--- config.mk ---
export PLATFORM = sky130hd
export DESIGN_NAME = seg7_scan_driver
export DESIGN_NICKNAME = d
export VERILOG_FILES = /design/src/rtl/seg7_scan_driver_pkg.sv /design/src/rtl/seg7_scan_driver_bcd_to_seg7.sv /design/src/rtl/seg7_scan_driver.sv
export SDC_FILE = /design/constraint.sdc
export NUM_CORES = 1
export LEC_CHECK = 0
export BUFFER_PORTS_ARGS = -buffer_cell sky130_fd_sc_hd__clkbuf_2
export CORE_AREA = 4 4 68 70
export CTS_BUF_LIST = sky130_fd_sc_hd__clkbuf_4 sky130_fd_sc_hd__clkbuf_8
export CTS_CLUSTER_DIAMETER = 40
export DETAILED_ROUTE_END_ITERATION = 8
export DIE_AREA = 0 0 72 74
export MAX_ROUTING_LAYER = met4
export PLACE_DENSITY = 0.69
export REMOVE_ABC_BUFFERS = 1
export SLEW_MARGIN = 20
export SYNTH_ARGS = -nofsm -noshare
export SYNTH_HDL_FRONTEND = slang
export SYNTH_SLANG_ARGS = --single-unit
export TNS_END_PERCENT = 30
--- constraint.sdc ---
create_clock -name clk_100mhz -period 4.93 [get_ports clk_100mhz]
set_clock_uncertainty 0.1 [all_clocks]
set_input_delay 0.2465 -clock clk_100mhz [delete_from_list [all_inputs] [get_ports clk_100mhz]]
set_output_delay 0.2465 -clock clk_100mhz [all_outputs]
set_load 0.01 [all_outputs]
--- src/rtl/seg7_scan_driver_pkg.sv ---
// ---------------------------------------------------------------------------
// seg7_scan_driver_pkg
//   Shared definitions for the 4-digit multiplexed 7-segment driver:
//   active-low glyph constants, anode constants, digit slot indices, the
//   registered display word and a small anode-select helper.
//   This package is the single home for the display constants; every file
//   of the driver imports it rather than repeating literals.
// ---------------------------------------------------------------------------
package seg7_scan_driver_pkg;

   // Segment order is {g,f,e,d,c,b,a}. A segment lights when its bit is 0.
   localparam logic [6:0] SEG_0     = 7'h40;
   localparam logic [6:0] SEG_1     = 7'h79;
   localparam logic [6:0] SEG_2     = 7'h24;
   localparam logic [6:0] SEG_3     = 7'h30;
   localparam logic [6:0] SEG_4     = 7'h19;
   localparam logic [6:0] SEG_5     = 7'h12;
   localparam logic [6:0] SEG_6     = 7'h02;
   localparam logic [6:0] SEG_7     = 7'h78;
   localparam logic [6:0] SEG_8     = 7'h00;
   localparam logic [6:0] SEG_9     = 7'h10;
   localparam logic [6:0] SEG_BLANK = 7'h7F;

   // All anodes released (common-anode, active-low enables).
   localparam logic [3:0] AN_OFF = 4'b1111;

   // Scan slot order; slot n drives anode bit n (bit 0 = rightmost digit).
   localparam logic [1:0] DIG_SEC_ONES = 2'd0;
   localparam logic [1:0] DIG_SEC_TENS = 2'd1;
   localparam logic [1:0] DIG_MIN_ONES = 2'd2;
   localparam logic [1:0] DIG_MIN_TENS = 2'd3;

   // One registered display word: anodes, segments, decimal point.
   typedef struct packed {
      logic [3:0] an;
      logic [6:0] seg;
      logic       dp;
   } disp_t;

   localparam disp_t DISP_OFF = '{an: AN_OFF, seg: SEG_BLANK, dp: 1'b1};

   // Active-low anode vector with a single 0 at the given slot.
   function automatic logic [3:0] an_select(input logic [1:0] idx);
      logic [3:0] an_v;
      an_v      = AN_OFF;
      an_v[idx] = 1'b0;
      return an_v;
   endfunction

endpackage

--- src/rtl/seg7_scan_driver_bcd_to_seg7.sv ---
// ---------------------------------------------------------------------------
// bcd_to_seg7
//   Purely combinational BCD to active-low 7-segment decoder.
//   Codes 10..15 are not digits and decode to a dark glyph.
// Ports:
//   bcd  in  4  digit code
//   seg  out 7  segments {g,f,e,d,c,b,a}, active-low
// ---------------------------------------------------------------------------
module bcd_to_seg7
   import seg7_scan_driver_pkg::*;
(
   input  logic [3:0] bcd,
   output logic [6:0] seg
);

   always_comb begin
      seg = SEG_BLANK;
      case (bcd)
         4'd0:    seg = SEG_0;
         4'd1:    seg = SEG_1;
         4'd2:    seg = SEG_2;
         4'd3:    seg = SEG_3;
         4'd4:    seg = SEG_4;
         4'd5:    seg = SEG_5;
         4'd6:    seg = SEG_6;
         4'd7:    seg = SEG_7;
         4'd8:    seg = SEG_8;
         4'd9:    seg = SEG_9;
         default: seg = SEG_BLANK;
      endcase
   end

endmodule

--- src/rtl/seg7_scan_driver.sv ---
// ---------------------------------------------------------------------------
// seg7_scan_driver
//   Time-multiplexed driver for a 4-digit common-anode 7-segment display
//   showing MM.SS from the stopwatch BCD outputs. Each digit owns a slot of
//   REFRESH_DIV clocks; the first BLANK_CYCLES of every slot keep all anodes
//   off so the previous digit's segments do not ghost onto the next one.
//   The decimal point of the minutes-ones digit separates MM from SS. In
//   adjust mode the selected field blinks at 1 Hz (toggled by clk_2hz).
// Ports:
//   clk_100mhz    in  1  system clock, rising edge
//   rst           in  1  synchronous active-high reset
//   clk_2hz       in  1  one-cycle blink pacing pulse
//   bcd_min_tens  in  4  minutes tens digit
//   bcd_min_ones  in  4  minutes ones digit
//   bcd_sec_tens  in  4  seconds tens digit
//   bcd_sec_ones  in  4  seconds ones digit
//   is_adj        in  1  adjust mode active
//   is_sel_sec    in  1  1 = seconds field selected, 0 = minutes
//   an            out 4  anode enables, active-low, an[0] = seconds ones
//   seg           out 7  segments {g,f,e,d,c,b,a}, active-low
//   dp            out 1  decimal point, active-low
// ---------------------------------------------------------------------------
module seg7_scan_driver
   import seg7_scan_driver_pkg::*;
#(
   parameter int REFRESH_DIV  = 100000,
   parameter int BLANK_CYCLES = 1000
)(
   input  logic       clk_100mhz,
   input  logic       rst,
   input  logic       clk_2hz,
   input  logic [3:0] bcd_min_tens,
   input  logic [3:0] bcd_min_ones,
   input  logic [3:0] bcd_sec_tens,
   input  logic [3:0] bcd_sec_ones,
   input  logic       is_adj,
   input  logic       is_sel_sec,
   output logic [3:0] an,
   output logic [6:0] seg,
   output logic       dp
);

   localparam int              CNT_W     = (REFRESH_DIV > 2) ? $clog2(REFRESH_DIV) : 1;
   localparam logic [CNT_W-1:0] CNT_LAST  = CNT_W'(REFRESH_DIV - 1);
   localparam logic [CNT_W-1:0] CNT_BLANK = CNT_W'(BLANK_CYCLES);

   logic [CNT_W-1:0] cnt;
   logic [1:0]       idx;
   logic             blink_phase;
   logic [3:0]       cur_digit;

   logic [3:0]       live_digit;
   logic [3:0]       show_digit;
   logic [6:0]       glyph;
   logic             sel_field;
   logic             hide;
   disp_t            disp_nxt;
   disp_t            disp_q;

   // Digit feeding the current slot.
   always_comb begin
      live_digit = bcd_sec_ones;
      case (idx)
         DIG_SEC_ONES: live_digit = bcd_sec_ones;
         DIG_SEC_TENS: live_digit = bcd_sec_tens;
         DIG_MIN_ONES: live_digit = bcd_min_ones;
         DIG_MIN_TENS: live_digit = bcd_min_tens;
         default:      live_digit = bcd_sec_ones;
      endcase
   end

   // On the snapshot cycle cur_digit is only being loaded, so decode the
   // value it is about to take. This keeps the glyph correct even with no
   // blank interval; otherwise the held snapshot is shown all slot long.
   assign show_digit = (cnt == '0) ? live_digit : cur_digit;

   bcd_to_seg7 u_dec (
      .bcd (show_digit),
      .seg (glyph)
   );

   // Slots 0-1 are the seconds field, slots 2-3 the minutes field.
   assign sel_field = is_sel_sec ? (idx <= DIG_SEC_TENS) : (idx >= DIG_MIN_ONES);
   assign hide      = is_adj & blink_phase & sel_field;

   // Next display word. A hidden digit keeps its anode driven so the
   // display brightness does not shift while blinking.
   always_comb begin
      disp_nxt = DISP_OFF;
      if (cnt >= CNT_BLANK) begin
         disp_nxt.an = an_select(idx);
         if (!hide) begin
            disp_nxt.seg = glyph;
            disp_nxt.dp  = (idx != DIG_MIN_ONES);
         end
      end
   end

   always_ff @(posedge clk_100mhz) begin
      if (rst) begin
         cnt         <= '0;
         idx         <= DIG_SEC_ONES;
         blink_phase <= 1'b0;
         cur_digit   <= 4'd0;
         disp_q      <= DISP_OFF;
      end else begin
         if (cnt == CNT_LAST) begin
            cnt <= '0;
            idx <= idx + 2'd1;
         end else begin
            cnt <= cnt + CNT_W'(1);
         end

         // Digit is frozen for the whole slot; mid-slot input changes wait
         // for the digit's next turn.
         if (cnt == '0)
            cur_digit <= live_digit;

         // Leaving adjust mode parks the phase at "visible".
         blink_phase <= is_adj & (blink_phase ^ clk_2hz);

         disp_q <= disp_nxt;
      end
   end

   assign an  = disp_q.an;
   assign seg = disp_q.seg;
   assign dp  = disp_q.dp;

endmodule
==> Word-level counts from Yosys, hierarchy flattened <==
Memories as Yosys holds them, arrays and structs flattened. A register that Yosys moved wholly into a read port is not among the register bits.
Cells that the tools add are included.
{ "totals": {"reg_bits": 29, "rom_bits": 112, "inputBits": 21, "output_inout_bits": 12, "word_cells": 36, "n_memories": 1} }
{ "memory_table": {"columns": ["name", "words", "width", "rd", "rd_clocked_by_memory_dff", "write_ports", "line_no", "text"], "rows": [
  ["(name not given)", 16, 7, 1, 1, 0, "seg7_scan_driver_bcd_to_seg7.sv:18", "case (bcd)"]
]} }
{ "op_classes": {"addsub": 2, "magnitude_cmp": 5, "n_eq_ne": 5, "muxes": 5, "bitwise_logic": 6, "reduce_logical": 6} }
{ "ops": {"columns": ["cell", "n"], "rows": [
  ["$add 17x1->17 const B", 1],
  ["$eq 17x17->1 const B", 1],
  ["$ge 17x10->1 const B", 1],
  ["$logic_not 17->1", 1],
  ["$pmux 4 s4", 1],
  ["$eq 2x2->1 const B", 2],
  ["$mux 4", 1],
  ["$not 4->4", 1],
  ["$reduce_or 2->1", 2],
  ["$and 1x1->1", 3],
  ["$lt 2x3->1 const B", 1],
  ["$reduce_or 3->1", 1],
  ["$add 2x1->2 const B", 1],
  ["$demux 1 s2", 1],
  ["$eq 2x1->1 const B", 1],
  ["$ge 2x1->1 const B", 1],
  ["$ge 2x2->1 const B", 1],
  ["$le 2x1->1 const B", 1],
  ["$logic_not 2->1", 1],
  ["$mux 1", 2],
  ["$ne 2x2->1 const B", 1],
  ["$logic_and 1x1->1", 1],
  ["$not 1->1", 1],
  ["$xor 1x1->1", 1]
]} }

==> Logic depth before layout (Yosys ltp) <==
Gate-level depths: netlist of the first run.
{ "depth": {"ltp_word": 5, "depth_mapped": 12, "mapped_depth_nobuf": 11} }

==> Modules after synthesis <==
From an unflattened synthesis of the first run, not the netlist that was laid out.
{ "unflattened": {"cells_unflattened": 213, "area_unflattened_um2": 1860.5} }
{ "by_module_without_submodules": {"columns": ["mod", "n_inst", "cells_per_inst", "area_per_inst_um2"], "rows": [
  ["seg7_scan_driver", 1, 180, 1650.3],
  ["bcd_to_seg7", 1, 33, 210.2]
]} }

==> Worst setup path before layout of the first run <==
No wires, ideal clock.
{ "synth_path": {"path_kind": "flip-flop to flip-flop", "startpoint": "register cnt[0]", "endpoint": "register, netlist name seg[4]", "setup_time_ns": 0.122, "arrival_ns": 2.783, "required_time_ns": 4.708, "path_slack_ns": 1.925, "path_stages_with_launch": 13, "path_buffers": 1, "synth_period_minus_slack_ns": 3.005, "path_cell_list": "dfxtp_1 > inv_1 > ha_1 > or4b_1 > or4_1 > buf_2 > nor2_2 > mux2i_1 > ha_1 > nor2b_1 > o22ai_1 > nand3_1 > o32a_1"} }
{ "synth_via": {"elab_chain_cells": 3, "elab_cells_between_ends": 5, "classes_between": "order compare: 1; mux: 1; bitwise: 1; reduce/logical: 2"} }
{ "synth_lines": {"columns": ["item", "line_no", "text"], "rows": [
  ["from (decl)", "seg7_scan_driver.sv:47", "logic [CNT_W-1:0] cnt;"],
  ["from (signal assigned)", "seg7_scan_driver.sv:111", "cnt <= cnt + CNT_W'(1);"],
  ["$ge 17x10->1", "seg7_scan_driver.sv:90", "if (cnt >= CNT_BLANK) begin"],
  ["$not 1->1 (no line)", null, null],
  ["$reduce_or 3->1 (no line)", null, null]
]} }
Several ways; a longest one is shown, not always the timed one.
A chain may end at the register's enable or synchronous reset.

==> Final worst setup path of the first run <==
{ "layout_path": {"startpoint": "register cnt[0]", "endpoint": "register, netlist name seg[4]"} }
{ "layout_via": {"elab_chain_cells": 3, "elab_cells_between_ends": 5, "classes_between": "order compare: 1; mux: 1; bitwise: 1; reduce/logical: 2"} }
{ "layout_lines": {"columns": ["item", "line_no"], "rows": [
  ["$ge 17x10->1", "seg7_scan_driver.sv:90"],
  ["$not 1->1 (no line)", null],
  ["$reduce_or 3->1 (no line)", null]
]} }
Several ways; a longest one is shown, not always the timed one.

==> metrics.txt, run 1 <==
status finished clean; Die Height 74 um; commonest non-fill, non-tap cell in the layout dfxtp_1; most frequent cells in the layout dfxtp_1 (36), clkbuf_2 (32), nor2_1 (23), nand2_1 (16), inv_1 (14); worst skew pair latency 0.29 ns; synth warn 0; CP Launch Type flop; Leak Pwr 0.0009229 uW; H-tree Lvls 2; ANT cells 0; share of cells above drive strength 1 18.95%; via/cell ratio 5.349; combinational power share 12.9%; clock slew at reported path FFs 0.07 ns; Setup TNS Final 0 ns; initial antenna violation count 0; Worst Path Class, Setup reg -> reg; GP Congestion 0.9219; DRC violations left 0; Tightest Pin Transition 0.9663 ns; drt wl/cell 13.15 um; Die X 72 um; core box area 0.003971 mm2; placed cells 290; detailed placer's ending HPWL 2952 um; GRT overflow 0; VDD IR-drop max 0.1419 mV; CP Max Fanout 7; clock power share 37.4%; R2R setup slack 1.59 ns; fin crit share 67.83%; flops & latches, synth 36; Final Non-Filler Cells 298; Worst slew margin 34.99%; Netlist Area Pre-Place 0.001888 mm2; Std-Cell Rows 23; DR iter-0 viols 127; PostCTS Resize Cnt 0; R2R Path Start cnt[0]$_SDFF_PP0_; register area share after synthesis 38.17%; Yosys cell types 41; Max-cap violations 0; initial core utilization 47.54%; Root Driver clkbuf_8; Required @ worst endpoint 5.01 ns; Nets 280; Slew Limit Fails 0; RR Endpoint seg[4]$_SDFF_PP1_; clock tree buffer depth 2; TritonCTS clock tree built; vias 1594; die area 0.005328 mm2; clock period minus worst slack 3.344 ns; vias in the first global route 1456; IO Port Bufs 32; fmax 299.0 MHz; largest net degree at the start of global routing 15; syn avg cell area 8.782 um2; Fin Hold WS 0.1158 ns; P_sw 156.2 uW; Pre-antenna DRT Iters 5; Final ANT Viol Nets 0; endpoint class of the critical path flop; Num CTS Buffers 5; gr usage total 15.87%; CTS sink count 36; Internal 455.1 uW; WL final 3918 um; first-pass GRT wire length 6382 um; final hold violations 0; P per Cell Area 281.1 mW/mm2; Post-CTS Setup Bufs 0; Worst Hold End blink_phase$_SDFF_PP0_; Sw Share 25.56%; # setup viols final 0; hold crit path type in -> reg; hold path cells 2; area grow syn2layout 15.18%; CP arrival 3.43 ns; RSZ-0062 raised after global routing no; Synth Instances 215; io pins 33; r2r worst-path depth 11; Post-CTS Hold Buffers 0; Hold Crit Start is_adj; sequential share of power 49.7%
-- flip-flops by register name, indices dropped and copies added, names as in the netlist --
register	count
cnt	17
seg	7
an	4
cur_digit	4
idx	2
blink_phase	1
dp	1
-- critical path, stage by stage, from the launching register on --
cell and delay [ns]:
dfxtp_1 0.35, inv_1 0.07, ha_1 0.13, or4b_1 0.45, or4_1 0.58, nor2_2 0.30
mux2i_1 0.45, ha_1 0.25, nor2b_1 0.05, o22ai_1 0.13, nand3_1 0.10, o32a_1 0.28
-- cells in the mapped netlist --
cell       number  share of area (%)
o32a_1          2                1.1
nor3b_1         1               0.40
a21oi_1         7                1.9
nor2_1         23                4.6
buf_2           3               0.79
xor2_1          8                3.7
and3_1          6                2.0
nor3_4          1               0.86
o311ai_0        1               0.46
dfxtp_1        36                 38
buf_4           1               0.40
or4_1           3                1.2
a2111o_1        1               0.60
or3_1           3               0.99
nand2_1        16                3.2
nand4_1         4                1.3
or2_2           3               0.99
clkbuf_1        3               0.60
a2bb2oi_1       2               0.93
nor2b_1         4                1.3
o22ai_1         2               0.66
o31ai_1         1               0.40
nor3_1          5                1.3
ha_1           12                8.0
o21ai_0         4                1.1
nor4_1          3               0.99
nand3_1         9                2.4
a21oi_2         1               0.46
mux2i_1         7                3.7
or4b_1          1               0.53
o2111ai_1       1               0.46
nand3b_1        1               0.40
and4_1          1               0.46
nor2_2          2               0.66
a222oi_1        4                2.1
nand4b_1        3                1.4
a22oi_1         2               0.79
inv_1          14                2.8
xnor2_1        10                4.6
a21o_1          1               0.40
and2_1          3               0.99
-- worst max-delay path by stage --
stage	from	endpoint	cells past startpoint
final	cnt[0]$_SDFF_PP0_	seg[4]$_SDFF_PP1_	11
after global routing	cnt[0]$_SDFF_PP0_	seg[4]$_SDFF_PP1_	11
after CTS	cnt[0]$_SDFF_PP0_	seg[4]$_SDFF_PP1_	11
after detailed placement	cnt[0]$_SDFF_PP0_	seg[4]$_SDFF_PP1_	11
after global placement	cnt[0]$_SDFF_PP0_	seg[4]$_SDFF_PP1_	11
after floorplan	cnt[0]$_SDFF_PP0_	seg[4]$_SDFF_PP1_	11
-- metal layers --
layer	wire length [um]	part of all wire, %	GRT usage [%]	up-vias
met5	0	0	-	-
met3	293	7.5	4.730	7
li1	-	-	-	814
met2	1743	44	25.71	55
met4	65	1.7	6.472	0
met1	1815	46	18.45	718
-- kinds of logic after synthesis --
| logic type | count (synthesis) | share of synthesized area [%] |
|---|---|---|
| AO/OA/AOI/OAI | 29 | 11.27 |
| XOR/XNOR | 18 | 8.350 |
| adder cells (fa/ha/maj) | 12 | 7.952 |
| buffers and inverters | 21 | 4.572 |
| flip-flops | 36 | 38.17 |
| multiplexers | 7 | 3.711 |
| AND/OR/NAND/NOR | 92 | 25.98 |
-- layout make-up --
class / instances / area, um2
flip-flops and latches: 36 / 720.7
well taps: 50 / 62.56
inverters: 14 / 52.55
clock buffers: 8 / 97.59
multi-input cells: 158 / 1081
repair buffers: 32 / 160.2
fillers: 386 / 1797
-- power groups by stage --
stage,clock network [uW],logic (uW),registers (uW)
6_report,229,78.9,304
3_3_place_gp,0,77.9,310
4_1_cts,238,78.3,303
5_1_grt,247,89.3,304
3_5_place_dp,0,77.9,310
2_1_floorplan,0,55.3,308
-- through the flow --
| step | setup WS [ns] | util, % | area [um2] | power, uW |
|---|---|---|---|---|
| 5_1_grt | 1.379 | 54.76 | 2175 | 640.2 |
| 2_1_floorplan | 1.893 | - | 1854 | 363.8 |
| 4_1_cts | 1.587 | 54.76 | 2175 | 619.9 |
| 6_report | 1.586 | 54.76 | 2175 | 611.3 |
| 3_3_place_gp | 1.714 | 52.30 | 2077 | 387.8 |
| 3_5_place_dp | 1.587 | 52.30 | 2077 | 388.1 |
Note: power is estimated with default switching activity, not from simulation.
==> run 2: changes to the inputs <==
--- a/config.mk
+++ b/config.mk
@@ -5,14 +5,15 @@
 export SDC_FILE = /design/constraint.sdc
 export NUM_CORES = 1
 export LEC_CHECK = 0
+export ABC_AREA = 1
 export BUFFER_PORTS_ARGS = -buffer_cell sky130_fd_sc_hd__clkbuf_2
-export CORE_AREA = 4 4 68 70
+export CORE_AREA = 4 4 70 72
 export CTS_BUF_LIST = sky130_fd_sc_hd__clkbuf_4 sky130_fd_sc_hd__clkbuf_8
 export CTS_CLUSTER_DIAMETER = 40
 export DETAILED_ROUTE_END_ITERATION = 8
-export DIE_AREA = 0 0 72 74
+export DIE_AREA = 0 0 74 76
 export MAX_ROUTING_LAYER = met4
-export PLACE_DENSITY = 0.69
+export PLACE_DENSITY = 0.72
 export REMOVE_ABC_BUFFERS = 1
 export SLEW_MARGIN = 20
 export SYNTH_ARGS = -nofsm -noshare
==> constraint.sdc (replaced) <==
create_clock -name clk_100mhz -period 2.8 [get_ports clk_100mhz]
set_clock_uncertainty 0.1 [all_clocks]
set_input_delay 0.14 -clock clk_100mhz [delete_from_list [all_inputs] [get_ports clk_100mhz]]
set_output_delay 0.14 -clock clk_100mhz [all_outputs]
set_load 0.01 [all_outputs]
==> run 2 against run 1 <==
Net effect:
- die area up 5.6%
- clock-buffer cell count shrank 3
- combinational power up 100%
- power is 88% higher
- highest routed layer unchanged
- via count rose by 18%
- setup slack worse by 0.91 ns
- core utilization increased by 0.87 points
- register-to-register slack got worse by 0.91 ns
- largest cell class unchanged
- design area rose by 9.8%
- sequential power increased by 74%
==> metrics.txt, run 2 <==
Die Height 76 um; first-pass GRT wire length 7389 um; via/cell ratio 4.942; vias 1883; clock slew at reported path FFs 0.08 ns; R2R Path Start idx[1]$_SDFFE_PP0N_; detailed placer's ending HPWL 3318 um; top cell family by delay on the critical path simple AND/OR/NAND/NOR gates; synth warn 0; Num CTS Buffers 5; CTS sink count 36; Setup TNS Final 0 ns; r2r worst-path depth 12; initial antenna violation count 0; drt wl/cell 10.97 um; DRC violations left 0; fin crit share 75.84%; worst-path cell chain inv_1, ha_1, inv_1, nand4_1, o21ai_0, nand3_1, nand2_1, inv_1, ha_1, nand3b_1, nand3_1, nand3_1; Hold Crit Start clk_2hz; Most used DFF post-synth dfxtp_1; RSZ-0062 raised after global routing no; commonest non-fill, non-tap cell in the layout nand2_1; Synth Instances 290; Worst slew margin 77.67%; Required @ worst endpoint 2.88 ns; Yosys cell types 33; core box area 0.004294 mm2; clock tree buffer depth 2; io pins 33; # setup viols final 0; GRT overflow 0; Slew Limit Fails 0; CP max-delay cell dfxtp_1; gr usage total 16.46%; IO Port Bufs 32; Largest register FFs 17; critical path depth 12; worst skew pair latency 0.29 ns; endpoint class of the critical path flop; WL final 4181 um; crit path buf inv count 3; area grow syn2layout 15.49%; CP arrival 2.20 ns; Max-cap violations 0; GP Congestion 0.9642; critical path startpoint idx[1]$_SDFFE_PP0N_; RR Endpoint seg[3]$_SDFF_PP1_; Yosys top cell by area dfxtp_1; final hold violations 0; asr flop ratio synth 0%; ANT cells 0; Std-Cell Rows 24; VDD IR-drop max 0.4487 mV; Tightest Pin Transition 0.3319 ns; Netlist Area Pre-Place 0.002068 mm2; hold crit path type in -> reg; Pre-antenna DRT Iters 4; EDFF count, synth 0; CP Max Fanout 6; CP Launch Type flop; Top reg by flops cnt; TritonCTS clock tree built; clock period minus worst slack 2.124 ns; Final Non-Filler Cells 381; R2R setup slack 0.68 ns; die area 0.005624 mm2; CP max stage delay 0.38 ns; vias in the first global route 1728; P per Cell Area 480.3 mW/mm2; share of cells above drive strength 1 26.14%; fmax 470.9 MHz; register area share after synthesis 34.85%; Final ANT Viol Nets 0; Die X 74 um; flops & latches, synth 36; most common cell in the netlist nand2_1; syn avg cell area 7.132 um2; Root Driver clkbuf_8; Post-synth top cells nand2_1 (75), dfxtp_1 (36), nor2_1 (32), inv_1 (30), nand3_1 (30); H-tree Lvls 2; Worst Path Class, Setup reg -> reg; area share of the largest cell type after synthesis 34.85%; most frequent cells in the layout nand2_1 (75), dfxtp_1 (36), nor2_1 (32), clkbuf_2 (32); Final Util 55.62%; Leak Pwr 0.001073 uW; initial core utilization 48.16%; Worst Hold End blink_phase$_SDFF_PP0_; placed cells 372; status finished clean; largest net degree at the start of global routing 16; hold path cells 4; DR iter-0 viols 85; Final Power 1147 uW; Nets 361; Synth area leaders dfxtp_1 (35%), nand2_1 (14%), ha_1 (7.3%)
[run 2: cell types whose count changed after synthesis, sizes merged, moves of 6 or more]
cell	delta
nand3	+26
xor2	-7
nand2	+69
xnor2	-10
nor2	+20
mux2i	-7
inv	+21
and3	-6
[run 2: how the worst max path moves through the flow]
stage                                    to  slack (ns)
after floorplan           seg[0]$_SDFF_PP1_        0.89
after global placement    seg[3]$_SDFF_PP1_        0.77
after detailed placement  seg[3]$_SDFF_PP1_        0.70
after CTS                 seg[3]$_SDFF_PP1_        0.66
after global routing      seg[3]$_SDFF_PP1_        0.38
final                     seg[3]$_SDFF_PP1_        0.68
[run 2: per-layer routing]
metal / part of all wire [%] / global-route usage (%) / routed length (um)
met1: 46 / 20.96 / 1919
met2: 46 / 26.06 / 1925
met3: 7.3 / 4.090 / 307
met4: 0.69 / 3.804 / 29
met5: 0 / - / 0
[run 2: what timing repair did]
action                                 4_1_cts  5_1_grt
setup buffers                                0        0
hold buffers                                 1        0
endpoints found under the hold margin        1        0
resized for setup                            0        0
[run 2: final cells by class]
class / count / area [um2]
Fill cell: 412 / 1906
Multi-Input combinational cell: 214 / 1174
Sequential cell: 36 / 720.7
Timing Repair Buffer: 33 / 170.2
Inverter: 38 / 147.6
Clock buffer: 5 / 68.82
Tap cell: 52 / 65.06
Clock inverter: 3 / 42.54
[run 2: cell families (layout without fill, tap and decap cells)]
logic type	after synthesis	in the layout	synth area share [%]
simple gates	180	180	42.35
fa+ha+maj	12	12	7.259
xor+xnor	1	1	0.4235
compound gates	21	21	6.715
flops	36	36	34.85
buf+inv	40	79	8.409
[run 2: metrics by stage]
stage | hold WS [ns] | setup WS, ns | cell area, um2
floorplan | 0.1124 | 0.8860 | 2042
global placement | 0.2692 | 0.7748 | 2267
detailed placement | 0.2827 | 0.6990 | 2267
CTS | 0.003614 | 0.6645 | 2389
global route | 0.02099 | 0.3793 | 2389
finish | 0.009729 | 0.6764 | 2389
[run 2: power by group]
part	total [uW]	internal, uW	switching (uW)
Clock	459	263	195
Sequential	529	522	6.67
Combinational	160	59.7	100
Total	1150	845	302
[run 2: worst min-delay path, stage by stage]
cell	delay, ns
clkbuf_2	0.09
nand2_1	0.04
nand2_1	0.05
nor2_1	0.04
==> run 3: changes to the inputs <==
==> constraint.sdc (replaced) <==
create_clock -name clk_100mhz -period 1.8 [get_ports clk_100mhz]
set_clock_uncertainty 0.1 [all_clocks]
set_input_delay 0.09 -clock clk_100mhz [delete_from_list [all_inputs] [get_ports clk_100mhz]]
set_output_delay 0.09 -clock clk_100mhz [all_outputs]
set_load 0.01 [all_outputs]
==> run 3 against run 2 <==
Net effect:
- the flow now finishes with violations (setup timing)
- clock-buffer cell count increased by 1
- combinational power rose to 2.9 times the previous value
- fmax up 12%
- flip-flop and latch count stayed put
- core utilization up 14 points
- via count rose by 13%
- critical endpoint is now seg[4]$_SDFF_PP1_
==> metrics.txt, run 3 (synthesis results as in run 2) <==
largest net degree at the start of global routing 12; Die Height 76 um; Tightest Pin Transition 0.3207 ns; first-pass GRT wire length 8231 um; Nets 411; sequential share of power 43.7%; Worst Path Class, Setup reg -> reg; TritonCTS clock tree built; final hold violations 0; failing checks setup timing; worst skew pair latency 0.28 ns; drt wl/cell 12.26 um; vias 2130; Num CTS Buffers 5; post-route design area 0.003009 mm2; clock power share 31.7%; GRT overflow 0; Slew Limit Fails 0; vias in the first global route 1922; detailed placer's ending HPWL 3705 um; Root Driver clkbuf_8; Largest register FFs 17; clock tree buffer depth 2; DR iter-0 viols 90; share of cells above drive strength 1 45.91%; initial core utilization 48.16%; endpoint class of the critical path flop; CTS sink count 36; Required @ worst endpoint 1.93 ns; ANT cells 0; Max-cap violations 0; CP Launch Type flop; hold crit path type in -> reg; clock period minus worst slack 1.892 ns; Final Power 1871 uW; P per Cell Area 621.6 mW/mm2; initial antenna violation count 0; Cell Area, Placed 0.002557 mm2; Leak Pwr 0.001364 uW; Sw Share 29.03%; Place WS -0.1725 ns; placed cells 409; fmax 528.6 MHz; H-tree Lvls 2; VDD IR-drop max 0.5299 mV; combinational power share 24.7%; gr usage total 18.76%; DRC violations left 0; Internal 1328 uW; Critical Path End seg[4]$_SDFF_PP1_; clock slew at reported path FFs 0.08 ns; # setup viols final 5; Final Util 70.08%; Fill cells 358; RR Endpoint seg[4]$_SDFF_PP1_; Reg area 730.7 um2; critical path startpoint idx[0]$_SDFFE_PP0N_; Std-Cell Rows 24; core box area 0.004294 mm2; fin crit share 105.1%; Final ANT Viol Nets 0; RSZ-0062 raised after global routing yes; GP Congestion 0.8936; r2r worst-path depth 13; status finished, violations left; CP Max Fanout 3; Top reg by flops cnt; P_sw 543.1 uW; io pins 33; multi-input logic area 0.001383 mm2; Die X 74 um; WL final 5286 um; most frequent cells in the layout nand2_1 (67), buf_4 (43), dfxtp_1 (32), clkbuf_2 (32), nor2_1 (31); via/cell ratio 4.942; Pre-antenna DRT Iters 4; R2R Path Start idx[0]$_SDFFE_PP0N_; Final Non-Filler Cells 431; R2R setup slack -0.09 ns; CP arrival 2.03 ns; die area 0.005624 mm2; commonest non-fill, non-tap cell in the layout nand2_1; IO Port Bufs 32; worst setup margin -0.09185 ns; area grow syn2layout 45.49%; Worst slew margin 78.42%
-- run 3: how the worst min path moves through the flow --
stage	from	end	slack [ns]	depth (start not counted)
finish	is_sel_sec	seg[4]$_SDFF_PP1_	0.10	5
global route	is_sel_sec	seg[4]$_SDFF_PP1_	0.11	5
CTS	is_sel_sec	seg[4]$_SDFF_PP1_	0.08	5
detailed placement	is_adj	blink_phase$_SDFF_PP0_	0.22	3
global placement	is_adj	blink_phase$_SDFF_PP0_	0.22	3
floorplan	rst	cur_digit[0]$_SDFF_PP0_	0.06	1
-- run 3: cell type report --
cell class,instances,area share [%]
multi-input cells,214,45.95
inverters,38,5.364
clock buffers,6,2.744
clock inverters,2,0.3326
well taps,52,2.162
repair buffers,83,19.17
flip-flops and latches,36,24.28
-- run 3: metrics by stage --
| stage | hold WS [ns] | TNS (ns) |
|---|---|---|
| after floorplan | 0.06238 | -0.3886 |
| after global placement | 0.2176 | -0.5543 |
| after detailed placement | 0.2221 | -0.9039 |
| after CTS | 0.08202 | -0.08955 |
| after global routing | 0.1138 | -1.917 |
| final | 0.1027 | -0.2571 |
-- run 3: worst max-delay path, stage by stage (launching register included) --
cell and delay [ns]:
dfxtp_4 0.40, inv_4 0.06, ha_4 0.16, buf_4 0.13, nand2_1 0.08, nand2_2 0.07, nand3_2 0.09, nand2_4 0.07
buf_4 0.13, buf_4 0.13, ha_4 0.15, nand2_1 0.07, nand3_1 0.09, nand2_1 0.09
-- run 3: per-layer routing --
layer	share of wire, %	global-route usage [%]	vias to the layer above
met4	2.3	5.978	0
li1	-	-	1101
met1	41	22.93	948
met3	7.0	3.694	12
met2	49	30.59	69
met5	0	-	-
-- run 3: repair_timing --
item,CTS,global route
endpoints found under the setup margin,7,25
setup buffers,5,8
hold endpoints to repair,5,0
pin swaps,14,21
gates resized for setup,32,32
hold buffers,4,0
-- run 3: power groups by stage --
stage                     Sequential, uW  Clock, uW  Combinational (uW)
final                                817        592                 461
after global placement               837          0                 305
after detailed placement             837          0                 308
after CTS                            817        606                 372
after floorplan                      839          0                 186
after global routing                 818        644                 501
